### src/rtl/uart_pkg.sv
// Shared UART definitions: state encoding and frame-length helper for uart_tx and uart_rx.
// The PARITY state and parity bit exist only when UART_TX_PARITY_EN is defined.
package uart_pkg;

`ifdef UART_TX_PARITY_EN
  localparam int PARITY_BITS = 1;
`else
  localparam int PARITY_BITS = 0;
`endif

  typedef enum logic [2:0] {
    IDLE   = 3'd0,
    START  = 3'd1,
    DATA   = 3'd2,
`ifdef UART_TX_PARITY_EN
    PARITY = 3'd3,
`endif
    STOP   = 3'd4
  } uart_state_t;

  // Clock cycles from the start-bit edge to the end of the last stop bit.
  function automatic int frame_cycles(input int shift, input int word_width, input int stop_bits);
    return (1 + word_width + PARITY_BITS + stop_bits) << shift;
  endfunction

endpackage

### src/rtl/uart_baud_tick.sv
// Bit-period timer: tick is high in the last cycle of every 2^SHIFT-cycle bit period.
// clear holds the count at zero so the first period starts cleanly after it drops.
module uart_baud_tick #(
  parameter int SHIFT = 1
) (
  input  logic clk,
  input  logic rst,
  input  logic clear,
  output logic tick
);

  localparam int CW = (SHIFT > 0) ? SHIFT : 1;
  localparam logic [CW-1:0] CNT_MAX = CW'((1 << SHIFT) - 1);

  logic [CW-1:0] cnt_reg;

  always_ff @(posedge clk) begin
    if (rst || clear) begin
      cnt_reg <= '0;
    end else if (cnt_reg == CNT_MAX) begin
      cnt_reg <= '0;
    end else begin
      cnt_reg <= cnt_reg + 1'b1;
    end
  end

  assign tick = (cnt_reg == CNT_MAX) && !clear;

endmodule

### src/rtl/uart_tx.sv
// UART transmitter: start bit, WORD_WIDTH data bits LSB first, optional even parity
// (macro UART_TX_PARITY_EN), STOP_BITS stop bits; every bit lasts 2^SHIFT clk cycles.
module uart_tx
  import uart_pkg::*;
#(
  parameter int SHIFT      = 1,
  parameter int WORD_WIDTH = 8,
  parameter int STOP_BITS  = 1
) (
  input  logic                  clk,
  input  logic                  rst,
  input  logic [WORD_WIDTH-1:0] din,
  input  logic                  tx_start,
  output logic                  tx_ready,
  output logic                  tx,
  output logic                  tx_done
);

  localparam int BCW = ($clog2(WORD_WIDTH) > 0) ? $clog2(WORD_WIDTH) : 1;
  localparam logic [BCW-1:0] LAST_BIT  = BCW'(WORD_WIDTH - 1);
  localparam logic           LAST_STOP = 1'(STOP_BITS - 1);

  uart_state_t           state_reg;
  logic [WORD_WIDTH-1:0] shift_reg;
  logic [BCW-1:0]        bit_cnt_reg;
  logic                  stop_cnt_reg;
  logic                  tx_reg;
  logic                  tx_ready_reg;
  logic                  tx_done_reg;
  logic                  tick;
`ifdef UART_TX_PARITY_EN
  logic                  parity_reg;
`endif

  // The timer is held cleared while idle so a frame's first bit period starts at acceptance.
  uart_baud_tick #(
    .SHIFT (SHIFT)
  ) u_baud_tick (
    .clk   (clk),
    .rst   (rst),
    .clear (tx_ready_reg),
    .tick  (tick)
  );

  always_ff @(posedge clk) begin
    if (rst) begin
      state_reg    <= IDLE;
      shift_reg    <= '0;
      bit_cnt_reg  <= '0;
      stop_cnt_reg <= 1'b0;
      tx_reg       <= 1'b1;
      tx_ready_reg <= 1'b1;
      tx_done_reg  <= 1'b0;
`ifdef UART_TX_PARITY_EN
      parity_reg   <= 1'b0;
`endif
    end else begin
      tx_done_reg <= 1'b0;
      case (state_reg)
        IDLE: begin
          if (tx_start && tx_ready_reg) begin
            shift_reg    <= din;
`ifdef UART_TX_PARITY_EN
            parity_reg   <= ^din;
`endif
            tx_reg       <= 1'b0;
            tx_ready_reg <= 1'b0;
            state_reg    <= START;
          end
        end
        START: begin
          if (tick) begin
            tx_reg      <= shift_reg[0];
            shift_reg   <= shift_reg >> 1;
            bit_cnt_reg <= '0;
            state_reg   <= DATA;
          end
        end
        DATA: begin
          if (tick) begin
            if (bit_cnt_reg == LAST_BIT) begin
`ifdef UART_TX_PARITY_EN
              tx_reg       <= parity_reg;
              state_reg    <= PARITY;
`else
              tx_reg       <= 1'b1;
              stop_cnt_reg <= 1'b0;
              state_reg    <= STOP;
`endif
            end else begin
              tx_reg      <= shift_reg[0];
              shift_reg   <= shift_reg >> 1;
              bit_cnt_reg <= bit_cnt_reg + 1'b1;
            end
          end
        end
`ifdef UART_TX_PARITY_EN
        PARITY: begin
          if (tick) begin
            tx_reg       <= 1'b1;
            stop_cnt_reg <= 1'b0;
            state_reg    <= STOP;
          end
        end
`endif
        STOP: begin
          if (tick) begin
            if (stop_cnt_reg == LAST_STOP) begin
              tx_ready_reg <= 1'b1;
              tx_done_reg  <= 1'b1;
              state_reg    <= IDLE;
            end else begin
              stop_cnt_reg <= stop_cnt_reg + 1'b1;
            end
          end
        end
        default: begin
          tx_reg       <= 1'b1;
          tx_ready_reg <= 1'b1;
          state_reg    <= IDLE;
        end
      endcase
    end
  end

  assign tx       = tx_reg;
  assign tx_ready = tx_ready_reg;
  assign tx_done  = tx_done_reg;

endmodule
### config.mk
export PLATFORM = sky130hd
export DESIGN_NAME = uart_tx
export DESIGN_NICKNAME = d
export VERILOG_FILES = /design/src/rtl/uart_pkg.sv /design/src/rtl/uart_baud_tick.sv /design/src/rtl/uart_tx.sv
export SDC_FILE = /design/constraint.sdc
export NUM_CORES = 1
export LEC_CHECK = 0
export ABC_AREA = 0
export ABC_CLOCK_PERIOD_IN_PS = 2100
export CORE_ASPECT_RATIO = 0.75
export CORE_MARGIN = 4
export CORE_UTILIZATION = 40
export CTS_CLUSTER_DIAMETER = 80
export DETAILED_ROUTE_END_ITERATION = 6
export MAX_ROUTING_LAYER = met4
export PLACE_DENSITY = 0.68
export SLEW_MARGIN = 30
export SYNTH_ARGS = -nofsm -noshare
export SYNTH_HDL_FRONTEND = slang
export SYNTH_SLANG_ARGS = --single-unit
export TNS_END_PERCENT = 1
### constraint.sdc
create_clock -name clk -period 2.1 [get_ports clk]
set_input_delay 0.315 -clock clk [delete_from_list [all_inputs] [get_ports clk]]
set_output_delay 0.315 -clock clk [all_outputs]
set_load 0.01 [all_outputs]
; Yosys cells after proc, flatten, opt, wreduce, memory -nomap -nowiden
; Cells that the tools add are included.
[totals]
ff_bits = 19
in_bits = 11
out_inout_bits = 3
wordCells = 72
[op_classes]
add_sub_neg = 3
eq_ne = 11
muxes = 30
bitwise = 3
n_reduce_logical = 17
[ops]
columns = cell, n
row1 = $mux 8, 4
row2 = $mux 3, 9
row3 = $pmux 8 s3, 1
row4 = $reduce_and 4->1, 4
row5 = $ne 2x2->1 const B, 7
row6 = $pmux 3 s4, 1
row7 = $mux 1, 11
row8 = $eq 3x3->1 const B, 2
row9 = $pmux 3 s2, 1
row10 = $reduce_and 6->1, 1
row11 = $reduce_and 5->1, 1
row12 = $pmux 1 s4, 1
row13 = $reduce_bool 2->1, 2
row14 = $reduce_or 2->1, 2
row15 = $add 3x1->3 const B, 1
row16 = $eq 3x1->1 const B, 1
row17 = $eq 3x2->1 const B, 1
row18 = $logic_not 3->1, 1
row19 = $not 1->1, 3
row20 = $pmux 1 s3, 1
row21 = $reduce_bool 3->1, 1
row22 = $reduce_or 3->1, 1
row23 = $add 1x1->1 const B, 2
row24 = $logic_and 1x1->1, 2
row25 = other kinds (3), 3

; Logic depth before layout (Yosys ltp)
; Gate-level depths: netlist of run 1.
[logic_depth]
ltp_word = 4
mapped_depth = 6
mapped_depth_nobuf = 6

; Hierarchy
; A second synthesis of run 1 with hierarchy kept.
[hier_totals]
hier_cells = 102
hier_area_um2 = 932.1
[modules_own_cells]
columns = mod, n_inst, cells_each, area_each_um2, seq_area_each_um2
row1 = uart_tx, 1, 99, 895.9, 340.3
row2 = uart_baud_tick, 1, 3, 36.3, 20.0

; Worst setup path after synthesis of run 1
; Ideal clock, no wire load.
[synth_timing]
kind = register to register
start = register bit_cnt_reg[0]
end = register bit_cnt_reg[0]
setup_ns = 0.070
arrival_ns = 1.888
t_required_ns = 2.030
path_slack_ns = 0.141
stages_incl_launch_ff = 7
n_path_buf = 0
synth_period_minus_slack_ns = 1.959
cell_sequence = dfxtp_1 > ha_1 > ha_1 > or3b_1 > a211o_1 > or4_1 > a21oi_1
[synth_between]
elab_chain_cells = 4
elab_cells_between_ends = 7
cone_classes = add/sub (1) / eq/ne (2) / mux (3) / reduce/logical (1)
[synth_lines]
columns = item, line_no
row1 = start: declaration, uart_tx.sv:25  ; logic [BCW-1:0] bit_cnt_reg;
row2 = start signal: assignment, uart_tx.sv:93  ; bit_cnt_reg <= bit_cnt_reg + 1'b1;
row3 = $add 3x1->3, uart_tx.sv:93
row4 = $mux 3, uart_tx.sv:81  ; if (bit_cnt_reg == LAST_BIT) begin
row5 = $mux 3, uart_tx.sv:80  ; if (tick) begin
row6 = $pmux 3 s2, uart_tx.sv:59  ; case (state_reg)
; Several ways; a longest one is shown, not always the timed one. The select of a mux whose other input is x is not followed.
; A chain may end at the register's enable or synchronous reset.

; Worst setup path after layout of run 1
; Ends and elaborated chain as after synthesis.

==> results of run 1 <==
-- how the worst max path moves through the flow --
stage | cells after the start | startpoint | end | slack (ns)
2_1_floorplan | 6 | bit_cnt_reg[0]$_SDFFE_PP0P_ | bit_cnt_reg[0]$_SDFFE_PP0P_ | 0.14
4_1_cts | 6 | bit_cnt_reg[0]$_SDFFE_PP0P_ | bit_cnt_reg[0]$_SDFFE_PP0P_ | 0.04
5_1_grt | 6 | bit_cnt_reg[0]$_SDFFE_PP0P_ | bit_cnt_reg[0]$_SDFFE_PP0P_ | -0.03
3_5_place_dp | 6 | bit_cnt_reg[0]$_SDFFE_PP0P_ | bit_cnt_reg[0]$_SDFFE_PP0P_ | 0.03
6_report | 6 | bit_cnt_reg[0]$_SDFFE_PP0P_ | bit_cnt_reg[0]$_SDFFE_PP0P_ | 0.04
3_3_place_gp | 6 | bit_cnt_reg[0]$_SDFFE_PP0P_ | bit_cnt_reg[0]$_SDFFE_PP0P_ | 0.13
-- metrics by stage --
| stage | power [W] | TNS (ns) | worst slack (ns) |
|---|---|---|---|
| after floorplan | 0.000478 | 0 | 0.141 |
| after global placement | 0.000524 | 0 | 0.131 |
| after detailed placement | 0.000529 | 0 | 0.0275 |
| after CTS | 0.000747 | 0 | 0.0353 |
| after global routing | 0.000785 | -0.0550 | -0.0316 |
| final | 0.000736 | 0 | 0.0412 |
-- power by group through the flow --
stage / clock network, W / logic [W] / registers [W]
floorplan: 0 / 0.0000908 / 0.000387
global route: 0.000245 / 0.000149 / 0.000392
global placement: 0 / 0.000131 / 0.000393
detailed placement: 0 / 0.000133 / 0.000395
finish: 0.000215 / 0.000134 / 0.000387
CTS: 0.000226 / 0.000134 / 0.000387
-- critical path, delay by kind of cell (launching register included) --
family / cells / cell delay [ns]
AO/OA/AOI/OAI: 2 / 0.49
adder cells (fa/ha/maj): 2 / 0.35
flip-flops: 1 / 0.35
AND/OR/NAND/NOR: 2 / 0.81
-- cells by family after synthesis --
group | Yosys count | share of synthesized area [%]
adders and majority gates | 2 | 2.79
muxes | 7 | 7.81
and+or+nand+nor | 32 | 19.0
buffers and inverters | 8 | 3.63
AOI/OAI and AO/OA | 35 | 26.6
DFF | 18 | 40.2
-- cell usage in the layout, fill, tap and decap left out --
master and instances:
a2111oi_0 1, a211o_1 1, a211oi_1 7, a21oi_1 14
a21oi_2 1, a21oi_4 1, a311o_1 1, buf_4 6
clkbuf_4 3, clkbuf_8 1, clkdlybuf4s50_1 13, dfxtp_1 17
dfxtp_2 1, ha_2 2, inv_1 2, mux2i_1 7
nand2_1 8, nand2b_1 4, nand3_1 1, nand3b_1 1
nand4bb_1 1, nor2_1 6, nor3_1 4, nor3b_1 1
nor4_1 1, o211a_1 1, o211ai_1 3, o21a_1 1
o21ai_0 2, o22a_1 1, o41ai_1 1, or2_2 3
or3b_1 1, or4_4 1
-- layout make-up --
type,count,area (um^2)
flip-flops and latches,18,362
fillers,195,940
well taps,24,30.0
multi-input cells,76,517
repair buffers,19,175
inverters,2,7.51
clock buffers,4,36.3
-- timing repair --
action                     in CTS  in global routing
resized for setup               0                  5
buffers inserted                0                  3
pin swaps                       1                  4
gates cloned                    0                  0
setup endpoints to repair       1                  2
-- per-layer routing --
layer	routed length [um]	part of all wire [%]
met1	908	46
met2	930	47
met3	115	5.8
met4	18	0.91
met5	0	0
==> qor.txt, run 1 <==
Final Hold Fails: 0
CP most frequent cell: ha_2
ys async rst share: 0%
worst r2r dst: bit_cnt_reg[0]$_SDFFE_PP0P_
Post-Syn Nets: 115
# DRC: 0
final WL: 1970 um
vias in the first global route: 699
top cells by area, synth: dfxtp_1 40%, a21oi_1 8.4%, mux2i_1 7.8%
initial antenna violation count: 0
top_reg_cell synth: dfxtp_1
placed instance area: 0.00105 mm^2
Hold Startpoint: u_baud_tick.cnt_reg$_SDFF_PP0_
Routed Antenna Nets: 0
Combinational Power Share: 18.2%
Cells after Synth: 102
fin cells: 143
height of the die: 49.0 um
Mapped Area: 897 um^2
core area: 0.00207 mm^2
Fmax achieved: 486 MHz
Cells after DPL: 136
worst r2r src: bit_cnt_reg[0]$_SDFFE_PP0P_
Util after Layout: 54.5%
GR Util All Layers: 13.5%
Tightest Pin Transition: 0.671 ns
maximum vdd drop: 342 uV
crit-path cells: ha_2 > ha_2 > or3b_1 > a211o_1 > or4_4 > a21oi_2
Hold Crit Depth: 1
sw power: 0.000194 W
DP HPWL: 1370 um
CTS tree: built
WP data required: 2.33 ns
initial drt markers: 66
min Tclk post-route: 2.06 ns
RSZ-0062 raised after global routing: true
first-pass GRT wire length: 3240 um
leakage power: 0.390 nW
final instance area: 0.00113 mm^2
Final Max Tran Viols: 0
Post-synth top cells: 18 x dfxtp_1, 15 x a21oi_1, 8 x nand2_1, 7 x a211oi_1, 7 x mux2i_1
gr ovfl total: 0
Critical Path AT: 2.29 ns
cell taking the most area after synthesis: dfxtp_1
CP Capture Type: flop
HP Class: reg2reg
nets@finish: 133
crit path max fanout: 4
count of cell types in the netlist: 31
CTS H-Tree Depth: 1
layout cells sized above 1: 16.0%
crit path launch type: flop
Hold EP: u_baud_tick.cnt_reg$_SDFF_PP0_
Final Wtd Congestion: 0.776
worst hold slack: 0.458 ns
met2 usage: 20.2%
Max stage delay on crit path: 0.43 ns
die span in x: 62.7 um
Internal Power: 0.000542 W
pin count of the biggest net entering global routing: 16
pwr/cell area: 653 mW/mm^2
Yosys Warn Count: 0
detail-routed via count per cell: 5.76
Die Area: 0.00307 mm^2
outcome: complete, no violations
Syn-to-layout area delta: 25.7%
CTS buffer count: 3
number of synthesized flops with an enable pin: 0
R2R depth: 6
clk buf depth: 2
max reg flops: 8
antenna cell count: 0
Critical Path Slowest Stage Cell: or4_4
busiest grt layer: met2
TritonCTS Sinks: 18
Mean Syn Cell Area: 8.80 um^2
CTS clock-pin slew for the worst setup and hold paths: 0.11 ns
max-cap violations: 0
total number of vias: 823
FF+latch count, synth: 18
Tcrit/Tclk final: 98.0%
Setup-failing EPs final: 0
switch share: 26.3%
cell with the most instances after synthesis: dfxtp_1
Starting Density: 43.4%
Reg power frac: 52.6%
port buffer count: 13
Worst Path Class, Setup: reg2reg
Synth top area share: 40.2%
Clk pwr share: 29.2%
num ports: 14
clock root cell: clkbuf_4
drt first pass iters: 4
Clock Latency Late Sink: 0.30 ns
Wirelength per Cell: 13.8 um
Post-CTS Hold Fix Bufs: 0
GR Util met1: 17.0%
Slew HR: 55.1%
placement row count: 14
Seq/Total Area, Yosys: 40.2%
reg2reg setup slack: 0.04 ns
Clock Skew: 0.00696 ns
met3 usage: 5.30%
No activity file was read; power rests on OpenSTA's default activity.
==> run 2: changes to the inputs <==
--- a/config.mk
+++ b/config.mk
@@ -7,7 +7,6 @@
 export LEC_CHECK = 0
 export ABC_AREA = 0
 export ABC_CLOCK_PERIOD_IN_PS = 2100
-export CORE_ASPECT_RATIO = 0.75
 export CORE_MARGIN = 4
 export CORE_UTILIZATION = 40
 export CTS_CLUSTER_DIAMETER = 80
==> run 2 against run 1 <==
  * Clock skew barely moved
  * Register-to-register slack gained 0.07 ns
  * Hold slack improved by 0.011 ns
  * Critical path depth rose by 1
  * Global-route usage down 0.99 points
  * Sequential cell count stayed put
  * Critical endpoint is now bit_cnt_reg[2]$_SDFFE_PP0P_
  * Largest cell class unchanged
  * Highest routed layer unchanged
==> qor.txt, run 2 (synthesized netlist as in run 1, its figures left out) <==
antenna cell count: 0 (unchanged)
Reg power frac: 52.0% (was 52.6%)
initial drt markers: 19 (was 66)
CTS buffer count: 3 (unchanged)
vias in the first global route: 776 (was 699)
Combinational Power Share: 19.0% (was 18.2%)
first-pass GRT wire length: 3140 um (was 3240 um)
CTS clock-pin slew for the worst setup and hold paths: 0.11 ns (about the same)
nets@finish: 133 (unchanged)
Buffers & Inverters on Critical Path: 1 (was 0)
max-cap violations: 0 (unchanged)
most common cell after layout, fill and taps aside: dfxtp_1 (unchanged)
clock root cell: clkbuf_4 (unchanged)
CP Capture Type: flop (unchanged)
most frequent cells in the layout: 18 x dfxtp_1, 15 x a21oi_1, 13 x clkdlybuf4s50_1, 8 x nand2_1 (was 17 x dfxtp_1, 14 x a21oi_1, 13 x clkdlybuf4s50_1, 8 x nand2_1)
# DRC: 0 (unchanged)
drt first pass iters: 4 (unchanged)
Post-CTS Hold Fix Bufs: 0 (unchanged)
crit path launch type: flop (unchanged)
Syn-to-layout area delta: 24.5% (was 25.7%)
CTS H-Tree Depth: 1 (unchanged)
height of the die: 55.4 um (was 49.0 um)
sw power: 0.000191 W (was 0.000194 W)
Wirelength per Cell: 12.0 um (was 13.8 um)
Hold Crit Depth: 1 (unchanged)
port buffer count: 13 (unchanged)
gr ovfl total: 0 (unchanged)
Cells after DPL: 141 (was 136)
clk buf depth: 2 (unchanged)
reg2reg setup slack: 0.11 ns (was 0.04 ns)
Routed Antenna Nets: 0 (unchanged)
min Tclk post-route: 1.99 ns (was 2.06 ns)
fin cells: 146 (was 143)
CTS tree: built (unchanged)
Clock Skew: 0.00719 ns (was 0.00696 ns)
WP data required: 2.34 ns (was 2.33 ns)
num ports: 14 (unchanged)
initial antenna violation count: 0 (unchanged)
Slew HR: 50.9% (was 55.1%)
Tcrit/Tclk final: 94.7% (was 98.0%)
total number of vias: 778 (was 823)
pin count of the biggest net entering global routing: 20 (was 16)
crit path max fanout: 4 (unchanged)
maximum vdd drop: 397 uV (was 342 uV)
outcome: complete, no violations (unchanged)
Internal Power: 0.000547 W (was 0.000542 W)
Worst path depth: 7 (was 6)
layout cells sized above 1: 11.8% (was 16.0%)
Worst Path Class, Setup: reg2reg (unchanged)
Critical Path Slowest Stage Cell: or3b_1 (was or4_4)
Clk pwr share: 29.0% (was 29.2%)
setup_tns: 0 ns (unchanged)
RSZ-0062 raised after global routing: false (was true)
Final Wtd Congestion: 0.752 (was 0.776)
detail-routed via count per cell: 5.33 (was 5.76)
Final Hold Fails: 0 (unchanged)
Die Area: 0.00306 mm^2 (was 0.00307 mm^2)
leakage power: 0.394 nW (was 0.390 nW)
switch share: 25.9% (was 26.3%)
HP Class: reg2reg (unchanged)
total power: 0.000738 W (was 0.000736 W)
crit-path cells: ha_1 > ha_1 > or3b_1 > a211o_1 > buf_4 > or2_2 > a21oi_1 (was ha_2 > ha_2 > or3b_1 > a211o_1 > or4_4 > a21oi_2)
final WL: 1760 um (was 1970 um)
R2R depth: 7 (was 6)
TritonCTS Sinks: 18 (unchanged)
die span in x: 55.4 um (was 62.7 um)
placement row count: 16 (was 14)
max reg flops: 8 (unchanged)
Fmax achieved: 503 MHz (was 486 MHz)
Setup-failing EPs final: 0 (unchanged)
Clock Latency Late Sink: 0.29 ns (was 0.30 ns)
Starting Density: 43.9% (was 43.4%)
CP most frequent cell: ha_1 (was ha_2)
Critical Path AT: 2.22 ns (was 2.29 ns)
Max stage delay on crit path: 0.35 ns (was 0.43 ns)
pwr/cell area: 661 mW/mm^2 (was 653 mW/mm^2)
CP delay by family, top: simple AND/OR/NAND/NOR gates (unchanged)
Tightest Pin Transition: 0.733 ns (was 0.671 ns)
post_cts resized: 0 (unchanged)
DP HPWL: 1240 um (was 1370 um)
Final Max Tran Viols: 0 (unchanged)
core area: 0.00204 mm^2 (was 0.00207 mm^2)
GR Util All Layers: 12.5% (was 13.5%)
-- run 2: routing by layer --
metal	global-route usage (%)	wire length, um
met4	6.60	10
met5	-	0
met1	15.0	845
met3	2.33	69
met2	19.9	830
-- run 2: worst reg2reg max path, cell delays in order (launching register included) --
cell     delay (ns)
dfxtp_1        0.34
ha_1           0.20
ha_1           0.18
or3b_1         0.35
a211o_1        0.30
buf_4          0.15
or2_2          0.28
a21oi_1        0.13
-- run 2: per-stage QoR --
stage | worst slack, ns | utilization (%) | instance area [um^2] | hold WS (ns)
after floorplan | 0.141 | - | 897 | 0.412
after global placement | 0.144 | 52.6 | 1070 | 0.444
after detailed placement | 0.0952 | 52.6 | 1070 | 0.456
after CTS | 0.0664 | 54.4 | 1110 | 0.472
after global routing | 0.0121 | 54.7 | 1120 | 0.496
final | 0.112 | 54.7 | 1120 | 0.470
-- run 2: power by group through the flow --
stage	sequential, W	clock, W	combinational [W]
final	0.000384	0.000214	0.000140
after CTS	0.000384	0.000221	0.000142
after global placement	0.000391	0	0.000140
after floorplan	0.000387	0	0.0000908
after detailed placement	0.000391	0	0.000142
after global routing	0.000388	0.000236	0.000156
-- run 2: final timing paths --
path,startpoint,to
max,bit_cnt_reg[0]$_SDFFE_PP0P_,bit_cnt_reg[2]$_SDFFE_PP0P_
min reg2reg,u_baud_tick.cnt_reg$_SDFF_PP0_,u_baud_tick.cnt_reg$_SDFF_PP0_
max reg2reg,bit_cnt_reg[0]$_SDFFE_PP0P_,bit_cnt_reg[2]$_SDFFE_PP0P_
min,u_baud_tick.cnt_reg$_SDFF_PP0_,u_baud_tick.cnt_reg$_SDFF_PP0_
-- run 2: what timing repair did --
item                                   CTS  global route
setup buffers                            0             1
setup endpoints to repair                0             1
endpoints found under the hold margin    0             0
-- run 2: cell type report --
type | instances | area [um^2]
fillers | 199 | 925
repair buffers | 19 | 175
inverters | 2 | 7.51
clock buffers | 4 | 36.3
multi-input cells | 76 | 504
well taps | 27 | 33.8
flip-flops and latches | 18 | 360
==> run 3: changes to the inputs <==
--- a/config.mk
+++ b/config.mk
@@ -17,4 +17,3 @@
 export SYNTH_ARGS = -nofsm -noshare
 export SYNTH_HDL_FRONTEND = slang
 export SYNTH_SLANG_ARGS = --single-unit
-export TNS_END_PERCENT = 1
==> results of run 3 <==
Final layout, timing and power as in run 2 (identical DEF).
